<file path="config.mk">
export PLATFORM = sky130hd
export DESIGN_NAME = cla_pipe_addsub
export DESIGN_NICKNAME = d
export VERILOG_FILES = /design/src/rtl/cla_pkg.sv /design/src/rtl/cla_group4.sv /design/src/rtl/cla_pipe_addsub.sv
export SDC_FILE = /design/constraint.sdc
export NUM_CORES = 1
export LEC_CHECK = 0
export ABC_AREA = 1
export CORE_UTILIZATION = 55
export CTS_CLUSTER_DIAMETER = 80
export DETAILED_ROUTE_END_ITERATION = 6
export PLACE_DENSITY = 0.87
export REMOVE_ABC_BUFFERS = 1
export SETUP_SLACK_MARGIN = 0.05
export SLEW_MARGIN = 10
export SYNTH_ARGS = -nofsm -noshare
export SYNTH_HDL_FRONTEND = slang
export SYNTH_SLANG_ARGS = --single-unit
</file>
<file path="constraint.sdc">
create_clock -name clk -period 6.6 [get_ports clk]
set_clock_uncertainty 0.2 [all_clocks]
set_input_delay 1.32 -clock clk [delete_from_list [all_inputs] [get_ports clk]]
set_output_delay 1.32 -clock clk [all_outputs]
set_load 0.02 [all_outputs]
</file>
<file path="src/rtl/cla_pkg.sv">
// Shared constants and 4-bit group generate/propagate helpers for the pipelined CLA.
package cla_pkg;

    localparam int GROUP_W = 4;

    function automatic int slice_w(input int width, input int stages);
        return width / stages;
    endfunction

    function automatic int groups_per_slice(input int width, input int stages);
        return width / (stages * GROUP_W);
    endfunction

    function automatic logic grp_gen(input logic [GROUP_W-1:0] g, input logic [GROUP_W-1:0] p);
        return g[3] | (p[3] & g[2]) | (p[3] & p[2] & g[1]) | (p[3] & p[2] & p[1] & g[0]);
    endfunction

    function automatic logic grp_prop(input logic [GROUP_W-1:0] p);
        return &p;
    endfunction

endpackage

</file>
<file path="src/rtl/cla_group4.sv">
// Combinational 4-bit carry-lookahead group: per-bit sums plus group generate/propagate.
module cla_group4
    import cla_pkg::*;
(
    input  logic [GROUP_W-1:0] a,
    input  logic [GROUP_W-1:0] b,
    input  logic               c_in,
    output logic [GROUP_W-1:0] s,
    output logic               gg,
    output logic               pg
);

    logic [GROUP_W-1:0] w_g;
    logic [GROUP_W-1:0] w_p;
    logic [GROUP_W-1:0] w_c;

    assign w_g = a & b;
    assign w_p = a ^ b;

    // All internal carries are flat sum-of-products of c_in; no ripple inside the group.
    assign w_c[0] = c_in;
    assign w_c[1] = w_g[0] | (w_p[0] & c_in);
    assign w_c[2] = w_g[1] | (w_p[1] & w_g[0]) | (w_p[1] & w_p[0] & c_in);
    assign w_c[3] = w_g[2] | (w_p[2] & w_g[1]) | (w_p[2] & w_p[1] & w_g[0])
                  | (w_p[2] & w_p[1] & w_p[0] & c_in);

    assign s  = w_p ^ w_c;
    assign gg = grp_gen(w_g, w_p);
    assign pg = grp_prop(w_p);

endmodule

</file>
<file path="src/rtl/cla_pipe_addsub.sv">
// Pipelined carry-lookahead add/sub, one WIDTH/STAGES slice resolved per registered stage.
// Optional CLA_PIPE_SAT_EN adds a sat output and clamps the sum on signed overflow.
module cla_pipe_addsub
    import cla_pkg::*;
#(
    parameter int WIDTH  = 32,
    parameter int STAGES = 2
) (
    input  logic             clk,
    input  logic             rst_n,
    input  logic             in_valid,
    output logic             in_ready,
    input  logic [WIDTH-1:0] a,
    input  logic [WIDTH-1:0] b,
    input  logic             ci,
    input  logic             sub,
    output logic             out_valid,
    input  logic             out_ready,
    output logic [WIDTH-1:0] sum,
    output logic             cout,
    output logic             ovf
`ifdef CLA_PIPE_SAT_EN
    ,
    output logic             sat
`endif
);

    localparam int SLICE_W = slice_w(WIDTH, STAGES);
    localparam int GPS     = groups_per_slice(WIDTH, STAGES);

    logic             w_advance;
    logic             w_accept;
    logic [WIDTH-1:0] w_bp;
    logic             w_cin;

    logic [WIDTH-1:0] w_src_a   [STAGES];
    logic [WIDTH-1:0] w_src_b   [STAGES];
    logic [WIDTH-1:0] w_src_sum [STAGES];
    logic [WIDTH-1:0] w_nsum    [STAGES];
    logic [STAGES-1:0] w_src_c;
    logic [STAGES-1:0] w_ncarry;

    logic [WIDTH-1:0] r_a   [STAGES];
    logic [WIDTH-1:0] r_bp  [STAGES];
    logic [WIDTH-1:0] r_sum [STAGES];
    logic [STAGES-1:0] r_c;
    logic [STAGES-1:0] r_vld;
    logic             r_ovf;

    logic             w_ovf;
    logic [WIDTH-1:0] w_res;
`ifdef CLA_PIPE_SAT_EN
    logic             w_sat;
    logic             r_sat;
`endif

    assign out_valid = r_vld[STAGES-1];
    assign w_advance = !out_valid || out_ready;
    assign in_ready  = w_advance;
    assign w_accept  = in_valid && w_advance;
    assign w_bp      = sub ? ~b : b;
    assign w_cin     = sub | ci;

    for (genvar k = 0; k < STAGES; k++) begin : g_stage
        logic [GPS-1:0]     w_gg;
        logic [GPS-1:0]     w_pg;
        logic [GPS:0]       w_gc;
        logic [SLICE_W-1:0] w_s;
        logic               w_term;
        logic               w_cacc;

        if (k == 0) begin : g_head
            assign w_src_a[k]   = a;
            assign w_src_b[k]   = w_bp;
            assign w_src_c[k]   = w_cin;
            assign w_src_sum[k] = '0;
        end else begin : g_body
            assign w_src_a[k]   = r_a[k-1];
            assign w_src_b[k]   = r_bp[k-1];
            assign w_src_c[k]   = r_c[k-1];
            assign w_src_sum[k] = r_sum[k-1];
        end

        for (genvar g = 0; g < GPS; g++) begin : g_grp
            cla_group4 u_grp (
                .a    (w_src_a[k][k*SLICE_W + g*GROUP_W +: GROUP_W]),
                .b    (w_src_b[k][k*SLICE_W + g*GROUP_W +: GROUP_W]),
                .c_in (w_gc[g]),
                .s    (w_s[g*GROUP_W +: GROUP_W]),
                .gg   (w_gg[g]),
                .pg   (w_pg[g])
            );
        end

        // Second lookahead level: each group carry is an OR of products over group G/P.
        always_comb begin
            w_gc    = '0;
            w_term  = 1'b0;
            w_cacc  = 1'b0;
            w_gc[0] = w_src_c[k];
            for (int j = 1; j <= GPS; j++) begin
                w_term = w_src_c[k];
                for (int m = 0; m < j; m++) w_term = w_term & w_pg[m];
                w_cacc = w_term;
                for (int i = 0; i < j; i++) begin
                    w_term = w_gg[i];
                    for (int m = i + 1; m < j; m++) w_term = w_term & w_pg[m];
                    w_cacc = w_cacc | w_term;
                end
                w_gc[j] = w_cacc;
            end
        end

        assign w_nsum[k]   = w_src_sum[k] | (WIDTH'(w_s) << (k*SLICE_W));
        assign w_ncarry[k] = w_gc[GPS];
    end

    always_comb begin
        w_ovf = (w_src_a[STAGES-1][WIDTH-1] == w_src_b[STAGES-1][WIDTH-1])
             && (w_nsum[STAGES-1][WIDTH-1] != w_src_a[STAGES-1][WIDTH-1]);
        w_res = w_nsum[STAGES-1];
`ifdef CLA_PIPE_SAT_EN
        w_sat = 1'b0;
        // Operand sign picks the clamp direction: positive operands saturate to max.
        if (w_ovf) begin
            w_sat = 1'b1;
            w_res = {w_src_a[STAGES-1][WIDTH-1], {(WIDTH-1){~w_src_a[STAGES-1][WIDTH-1]}}};
        end
`endif
    end

    always_ff @(posedge clk) begin
        if (!rst_n) begin
            r_vld           <= '0;
            r_sum[STAGES-1] <= '0;
            r_c[STAGES-1]   <= 1'b0;
            r_ovf           <= 1'b0;
`ifdef CLA_PIPE_SAT_EN
            r_sat           <= 1'b0;
`endif
        end else if (w_advance) begin
            r_vld[0] <= w_accept;
            for (int k = 1; k < STAGES; k++) r_vld[k] <= r_vld[k-1];
            for (int k = 0; k < STAGES - 1; k++) begin
                r_a[k]  <= w_src_a[k];
                r_bp[k] <= w_src_b[k];
            end
            for (int k = 0; k < STAGES; k++) begin
                r_sum[k] <= w_nsum[k];
                r_c[k]   <= w_ncarry[k];
            end
            r_sum[STAGES-1] <= w_res;
            r_ovf           <= w_ovf;
`ifdef CLA_PIPE_SAT_EN
            r_sat           <= w_sat;
`endif
        end
    end

    assign sum  = r_sum[STAGES-1];
    assign cout = r_c[STAGES-1];
    assign ovf  = r_ovf;
`ifdef CLA_PIPE_SAT_EN
    assign sat  = r_sat;
`endif

endmodule

</file>
# --- Yosys cells after proc, flatten, opt, wreduce, memory -nomap -nowiden ---
# Memories as Yosys holds them, arrays and structs flattened.
# Index checks and enable logic that the tools add are counted.
classes:
  eq_ne: 2
  n_mux: 7
  n_reduce_logical: 13
  bitwise_logic: 253
ops:
  columns: ["op", "count"]
  rows:
  - ["AND 1 bit", 132]
  - ["2-to-1 mux 32 bit", 3]
  - ["bitwise OR 1 bit", 95]
  - ["XOR 4 bit", 16]
  - ["AND 4 bit", 8]
  - ["inverter 32 bit", 1]
  - ["bitwise OR 32 bit", 1]
  - ["AND reduction 4 bit", 8]
  - ["2-to-1 mux 1 bit", 4]
  - ["logical AND 1 bit", 2]
  - ["AND reduction 2 bit", 1]
  - ["== test 1 bit", 1]
  - ["logical NOT 1 bit", 1]
  - ["logical OR 1 bit", 1]
  - ["!= test 1 bit", 1]
totals:
  mem_count: 3
  ff_bits: 5
  input_bits: 70
  output_inout_bits: 36
  ram_bits: 192
memory_table:
  columns: ["name", "depth", "width", "read_ports", "rd_ports_with_merged_regs", "wr", "line", "source"]
  rows:
  - ["r_a", 2, 32, 1, 0, 1, "cla_pipe_addsub.sv:43", "logic [WIDTH-1:0] r_a [STAGES];"]
  - ["r_bp", 2, 32, 1, 0, 1, "cla_pipe_addsub.sv:44", "logic [WIDTH-1:0] r_bp [STAGES];"]
  - ["r_sum", 2, 32, 2, 0, 2, "cla_pipe_addsub.sv:45", "logic [WIDTH-1:0] r_sum [STAGES];"]

# --- Longest topological paths before layout ---
# Gate-level depths: netlist (run 1).
# An unclocked memory read counts as a cell.
logic_depth:
  depth_word: 17
  depth_mapped: 14
  ltp_nobuf: 12

# --- Cells and area by module ---
# From an unflattened synthesis (run 1), not the netlist that was laid out.
unflattened:
  hier_cells: 490
  area_unflattened_um2: 4914.7
modules_own_cells:
  columns: ["mod", "area_each_um2", "cells_each", "instances", "seq_area_each_um2"]
  rows:
  - ["cla_pipe_addsub", 3294.4, 234, 1, 2512.4]
  - ["cla_group4 at g_stage[0].g_grp[0].u_grp ...", 201.4, 32, 7, 0.0]
  - ["cla_group4 at g_stage[1].g_grp[2].u_grp", 210.2, 32, 1, 0.0]

# --- Worst setup path after synthesis (run 1) ---
# OpenSTA, ideal clock, no wires.
synth_path:
  path_type: "input -> register"
  startpoint: "in sub"
  endpoint: "mem r_sum[0][13] (data pin)"
  t_required_ns: 6.138
  arrival_time_ns: 3.248
  cell_stages: 11
  slack_ns: 2.890
  path_cell_list: "buf_4 -> buf_2 -> xor2_1 -> ha_1 -> a21o_1 -> a21oi_1 -> nand2_1 -> nand3_1 -> nand4_2 -> fa_1 -> xor2_1"
synth_lines:
  columns: ["element", "line", "source"]
  rows:
  - ["start, declared", "cla_pipe_addsub.sv:16", "input logic sub,"]
  - ["end, declared", "cla_pipe_addsub.sv:45", null]

# --- Worst setup path in the final report (run 1) ---
layout_path:
  startpoint: "in out_ready"
  endpoint: "out in_ready"
layout_via:
  elab_chain_cells: 1
layout_lines:
  columns: ["element", "line", "source"]
  rows:
  - ["start, declared", "cla_pipe_addsub.sv:18", "input logic out_ready,"]
  - ["logical OR 1 bit", "cla_pipe_addsub.sv:58", "assign w_advance = !out_valid || out_ready;"]
  - ["end, declared", "cla_pipe_addsub.sv:12", "output logic in_ready,"]
# No other way between the ends.

==> impl_summary.txt, run 1 <==
----------------------------------------------------
[Clocking]
  Total clock sinks ... 85
  Worst-Skew Late Latency ... 0.35 ns
  CTS clock-pin slew for the worst setup and hold paths ... 0.08 ns
  Inserted Clock Buffers ... 9
  Post_cts resized ... 0
  Number of buffers inserted to repair setup after CTS ... 0
  CTS tree ... yes
  Count of H-tree levels built during CTS ... 3
  Master cell of the clock root buffer ... clkbuf_8
  Cts hold-fix bufs ... 0
  Deepest clock path buffer count ... 2

[Logic synthesis]
  Register bit count reported by yosys ... 85
  Synth warnings ... 0
  Post-synthesis async set-or-reset flop share ... 0%
  Most used flip-flop cell after synthesis ... edfxtp_1
  Syn_area_per_cell ... 10.8 um^2
  Cell area after synthesis ... 4760 um^2
  Post-synthesis sequential area ratio ... 52.8%
  Number of distinct library cells after synthesis ... 40
  Number of enable-type register cells in the synthesized netlist ... a little over 80
  Cells after synthesis ... 441

[Timing]
  Unrepaired setup endpoints after global routing ... false
  Relative max-transition margin ... roughly two fifths
  Max-slew violation count ... 0
  Post-route clock period utilization ... 62.7%
  Measured slew at the worst slew-check pin ... roughly 0.92 ns
  Minimum clock period ... 4.14 ns
  FMAX ... 242 MHz
  Hold Worst Slack ... 0.262 ns
  Final hold viol count ... 0
  Post-route setup slack ... 2.46 ns
  Fin Setup TNS ... 0 ns
  Final Setup Violations ... 0

[Drt]
  Remaining routing DRC violations ... 0
  1st-pass router iterations ... 4
  Vias ... 3452
  Detailed-route vias per instance ... approximately 5.2
  Number of design-rule violations left by the first detailed-router iteration ... 117
  Final wirelength ... just over 9000 um
  Final ANT Viol Nets ... 0
  Wire length per cell after detailed routing ... 14.1 um

[Placed design]
  Weighted congestion at the end of routability-driven global placement ... 0.924
  Setup WS pre-CTS ... 2.33 ns
  Post-DP HPWL ... 6960 um
  Count of input and output buffers ... 105

[Worst hold path]
  Min-Delay Path Class ... register to register

[Run]
  Max capacitance violation total ... 0

[Critical path]
  Most Frequent Cell on Critical Path ... clkdlybuf4s50_1
  CP startpoint kind ... input pin
  Crit end category ... primary output
  Worst path max stage delay ... between 0.5 and 0.6 ns
  Startpoint-to-endpoint class of the critical path ... input pin to primary output
  Critical path data required time ... 5.08 ns
  Crit path max-delay cell type ... clkdlybuf4s50_1
  Ordered list of cells on the worst path ... clkdlybuf4s50_1, nor2_1, inv_1, clkdlybuf4s50_1
  Data arrival at the endpoint of the critical path ... 2.62 ns
  Biggest fanout along the worst timing path ... 3

[Die]
  Starting density of the core ... 57.3%
  Total number of placement rows ... 33
  Die Span Y ... about 95 um
  Placeable Area ... 8300 um^2
  Width of the chip ... 95.0 um
  I/O pin cnt ... ~110
  Die footprint ... 9030 um^2

[Final layout]
  Fraction of layout cells with a size suffix above 1 ... 8.80%
  Area growth, synth to finish ... 28.8%
  Count of nets after finishing ... 662
  Antenna diode count ... 0
  Final core utilization ... 73.9%

[Power and ir drop]
  Worst supply voltage drop on vdd ... ~110 uV
  Leakage power ... ~2.7 nW
  Ratio of total power to cell area ... 245 nW/um^2

[Global route]
  Total Routing Usage GR ... roughly 23%
  Via count of the first global-routing pass ... 3480
  Initial antenna violation count ... 0
  Wire length of the first global-routing pass ... between 15000 and 20000 um
  Pin count of the biggest net entering global routing ... 59
  Leftover overflow at the end of global routing ... 0

[Run status]
  Run status ... completed

----------------------------------------------------
synth_stat cells, types with 4 or more instances:
cell type | count | area share [%]
fa_1 | 8 | 3.4
ha_1 | 32 | 8.4
xor2_1 | 35 | 6.4
edfxtp_1 | 81 | 51
inv_1 | 68 | 5.4
nor2_1 | 45 | 3.5
dfxtp_1 | 4 | 1.7
nand3_1 | 26 | 2.7
nand2_1 | 57 | 4.5
nand2_2 | 10 | 1.3
nand4_1 | 4 | 0.53
o21ai_0 | 5 | 0.53
xnor2_1 | 9 | 1.7
a21oi_1 | 17 | 1.8
per-stage QoR:
step,std cells,cell area (um^2),power [mW]
floorplan,434,4710,0.959
global placement,646,5910,1.10
detailed placement,646,5910,1.12
CTS,662,6130,1.51
global route,662,6130,1.59
finish,662,6130,1.50
flip-flops by register name, summed over array words and instances (netlist names):
register and count:
r_bp 16, r_sum 48, ovf 1, r_a 16, r_vld 2, r_c 2
power by group:
part | switching, mW | total, mW | internal (mW) | leakage [nW]
Clock | 0.181 | 0.394 | 0.212 | 0.0985
Combinational | 0.226 | 0.414 | 0.188 | 1.68
Sequential | 0.0213 | 0.696 | 0.675 | 0.879
area by class of cell:
type / instances / area [um^2]
clock buffers: 10 / 128
inverters: 72 / 270
clock inverters: 6 / 87.6
repair buffers: 107 / 1060
flip-flops and latches: 85 / 2510
multi-input cells: 277 / 1940
fillers: 567 / 2170
well taps: 105 / 131
path summary, 6_finish.rpt:
path              cells past startpoint             startpoint  slack (ns)                          to
setup reg to reg                     10  r_bp[0][19]$_DFFE_PP_        4.07  r_sum[1][21]$_SDFFCE_PN0P_
setup / recovery                      4              out_ready        2.46                    in_ready
hold reg to reg                       2       ovf$_SDFFE_PN0N_        0.26            ovf$_SDFFE_PN0N_
hold / removal                        2       ovf$_SDFFE_PN0N_        0.26            ovf$_SDFFE_PN0N_
kinds of logic (layout without fill, tap and decap cells):
family,after synthesis,count (layout),synth area share [%]
adders and majority gates,40,40,11.8
xor gates and xnor gates,44,44,8.10
and+or+nand+nor,158,158,15.8
buffers and inverters,79,195,6.60
AOI/OAI and AO/OA,35,35,4.89
DFF,85,85,52.8
metal layers:
layer	part of all wire, %	track usage (%)
met2	54	42.3
met5	0	0
met4	1.4	8.21
met1	36	24.8
met3	8.1	6.70
critical path, delay by kind of cell:
family / cells / cell delay, ns
AND/OR/NAND/NOR: 1 / 0.23
buffers and inverters: 3 / 1.07
cell usage in the layout, fill, tap and decap left out, types with 9 or more instances in the layout:
master	count
nor2_1	44
clkdlybuf4s50_1	104
nand3_1	26
inv_1	68
ha_1	32
edfxtp_1	81
xor2_1	35
clkbuf_8	9
nand2_2	10
nand2_1	57
a21oi_1	17
xnor2_1	9
No activity file was read; power rests on OpenSTA's default activity.
==> inputs of run 2 (changes only) <==
--- a/config.mk
+++ b/config.mk
@@ -6,10 +6,10 @@
 export NUM_CORES = 1
 export LEC_CHECK = 0
 export ABC_AREA = 1
-export CORE_UTILIZATION = 55
+export CORE_UTILIZATION = 46
 export CTS_CLUSTER_DIAMETER = 80
 export DETAILED_ROUTE_END_ITERATION = 6
-export PLACE_DENSITY = 0.87
+export PLACE_DENSITY = 0.78
 export REMOVE_ABC_BUFFERS = 1
 export SETUP_SLACK_MARGIN = 0.05
 export SLEW_MARGIN = 10
==> constraint.sdc (replaced) <==
create_clock -name clk -period 3.3 [get_ports clk]
set_clock_uncertainty 0.2 [all_clocks]
set_input_delay 0.66 -clock clk [delete_from_list [all_inputs] [get_ports clk]]
set_output_delay 0.66 -clock clk [all_outputs]
set_load 0.02 [all_outputs]
==> run 2 against run 1 <==
  * Total power grew 100%
  * Register-to-register slack worse by 3.2 ns
  * Sequential power up 100%
  * Critical path depth rose by 6
  * Global-route usage decreased by 5.7 points
  * Critical path type is now input pin to register
  * Largest cell class unchanged
==> impl_summary.txt, run 2 (synthesis results as in run 1) <==
----------------------------------------------------
[Run status]
  Run status ... completed

[Worst hold path]
  Min-Delay Path Class ... register to register
  Worst min-delay path startpoint ... r_c[1]$_SDFFE_PN0N_
  Hold depth ... 2
  WHS Endpoint ... r_c[1]$_SDFFE_PN0N_

[Drt]
  Final wirelength ... 8810 um
  Vias ... 3337
  1st-pass router iterations ... 5
  Wire length per cell after detailed routing ... 12.6 um
  Number of design-rule violations left by the first detailed-router iteration ... 102
  Final ANT Viol Nets ... 0
  Detailed-route vias per instance ... 4.78
  Remaining routing DRC violations ... 0

[Placed design]
  Weighted congestion at the end of routability-driven global placement ... 0.910
  Count of input and output buffers ... 105
  Total cell area at the placement stage ... roughly 6000 um^2
  Post-DP HPWL ... around 6800 um
  Setup WS pre-CTS ... -0.0197 ns

[Power and ir drop]
  Switching power of the nets ... 0.830 mW
  Leakage power ... approximately 2.7 nW
  Ratio of total power to cell area ... 484 nW/um^2
  Clock Power Share ... 26.3%
  Internal Pwr Total ... 2.18 mW
  Worst supply voltage drop on vdd ... 276 uV
  Net Sw Frac ... between 20% and 30%
  Overall power after layout ... between 3 and 4 mW
  Logic pwr share ... 27.6%
  Sequential power share ... 46.1%

[Critical path]
  Startpoint-to-endpoint class of the critical path ... input pin to register
  Endpoint of the most critical register-to-register path ... r_sum[1][29]$_SDFFCE_PN0P_
  Worst reg2reg path depth ... 10
  Data arrival at the endpoint of the critical path ... 2.86 ns
  Critical path data required time ... 3.19 ns
  Startpoint of the worst-slack reg-to-reg timing path ... r_bp[0][23]$_DFFE_PP_
  Biggest fanout along the worst timing path ... 3
  Crit end category ... register
  Register-to-register path setup slack ... 0.85 ns
  CP startpoint kind ... input pin

[Clocking]
  Deepest clock path buffer count ... 2
  Total clock sinks ... 85
  Master cell of the clock root buffer ... clkbuf_8
  Cts hold-fix bufs ... 0
  Number of buffers inserted to repair setup after CTS ... 0
  CTS clock-pin slew for the worst setup and hold paths ... 0.08 ns
  Worst-Skew Late Latency ... roughly 0.34 ns
  Inserted Clock Buffers ... 9
  Post_cts resized ... 0
  CTS tree ... yes
  Count of H-tree levels built during CTS ... 3

[Final layout]
  Leading registers by flop count ... r_sum (48), r_a (16), r_bp (16)
  Antenna diode count ... 0
  Leading cell type in the layout, fill and taps excluded ... clkdlybuf4s50_1
  Largest reg by FF count ... r_sum
  Flip-flop count of the largest register after layout ... 48
  Commonest cells after routing, fill and taps aside ... clkdlybuf4s50_1 (104), edfxtp_1 (81), inv_1 (68)
  Count of nets after finishing ... 670
  Design Area, Final ... 6230 um^2
  Final core utilization ... ~63%
  Area growth, synth to finish ... 30.9%
  Fraction of layout cells with a size suffix above 1 ... approximately a tenth

[Global route]
  Wire length of the first global-routing pass ... 14600 um
  Initial antenna violation count ... 0
  Via count of the first global-routing pass ... 3363
  Pin count of the biggest net entering global routing ... 33
  Leftover overflow at the end of global routing ... 0
  Total Routing Usage GR ... 17.3%

[Die]
  Total number of placement rows ... 36
  I/O pin cnt ... between 100 and 150
  Die Span Y ... 104 um
  Width of the chip ... about 100 um
  Starting density of the core ... 48.0%
  Placeable Area ... 9910 um^2
  Die footprint ... 10800 um^2

[Timing]
  Minimum clock period ... 2.97 ns
  Unrepaired setup endpoints after global routing ... false
  Post-route clock period utilization ... 90.0%
  Relative max-transition margin ... between 70 and 80%
  Final Setup Violations ... 0
  FMAX ... 337 MHz
  Final hold viol count ... 0
  Post-route setup slack ... 0.330 ns
  Measured slew at the worst slew-check pin ... 0.436 ns
  Max-slew violation count ... 0

[Run]
  Max capacitance violation total ... 0

----------------------------------------------------
==> run 2: final cells by class <==
| type | count | area (um^2) |
|---|---|---|
| Fill cell | 822 | 3680 |
| Sequential cell | 85 | 2510 |
| Multi-Input combinational cell | 277 | 1940 |
| Timing Repair Buffer | 115 | 1120 |
| Inverter | 72 | 270 |
| Tap cell | 133 | 166 |
| Clock buffer | 12 | 145 |
| Clock inverter | 4 | 72.6 |
==> run 2: worst max path at each step <==
| stage | endpoint | from | cells after the start | slack (ns) |
|---|---|---|---|---|
| after floorplan | r_sum[1][30]$_SDFFCE_PN0P_ | out_ready | 4 | -1.93 |
| after global placement | r_sum[0][13]$_DFFE_PP_ | b[3] | 10 | 0.1 |
| after detailed placement | r_sum[0][13]$_DFFE_PP_ | b[2] | 11 | -0.02 |
| after CTS | r_sum[0][13]$_DFFE_PP_ | b[2] | 11 | 0.36 |
| after global routing | r_sum[0][9]$_DFFE_PP_ | b[0] | 11 | 0.23 |
| final | r_sum[0][13]$_DFFE_PP_ | b[3] | 10 | 0.33 |
==> run 2: worst max-delay path, cell delays in order <==
cell and delay, ns:
clkdlybuf4s50_1 0.47, xor2_1 0.14, ha_1 0.29, a21o_1 0.19
a21oi_1 0.17, nand2_1 0.09, nand3_1 0.09, nand4_2 0.13
fa_1 0.45, xor2_1 0.17
==> run 2: power by group through the flow <==
stage / registers [mW] / logic, mW / clock network [mW]
CTS: 1.39 / 0.837 / 0.814
floorplan: 1.49 / 0.424 / 0
detailed placement: 1.41 / 0.834 / 0
global route: 1.40 / 0.920 / 0.860
global placement: 1.41 / 0.803 / 0
finish: 1.39 / 0.831 / 0.793
==> run 2: through the flow <==
step | instances | setup TNS, ns | hold slack (ns)
after detailed placement | 682 | -0.0197 | 0.245
final | 698 | 0 | 0.257
after global placement | 682 | 0 | 0.243
after CTS | 698 | 0 | 0.259
after floorplan | 434 | -73.52 | 0.229
after global routing | 698 | 0 | 0.292
==> run 2: routing by layer <==
layer  vias to the layer above  share of wire [%]  global-route usage (%)
met1                      1547                 39                    18.1
met3                         4                7.3                    6.17
li1                       1692                  -                       -
met2                        94                 53                    31.6
met5                         -                  0                       0
met4                         0               0.59                    6.53
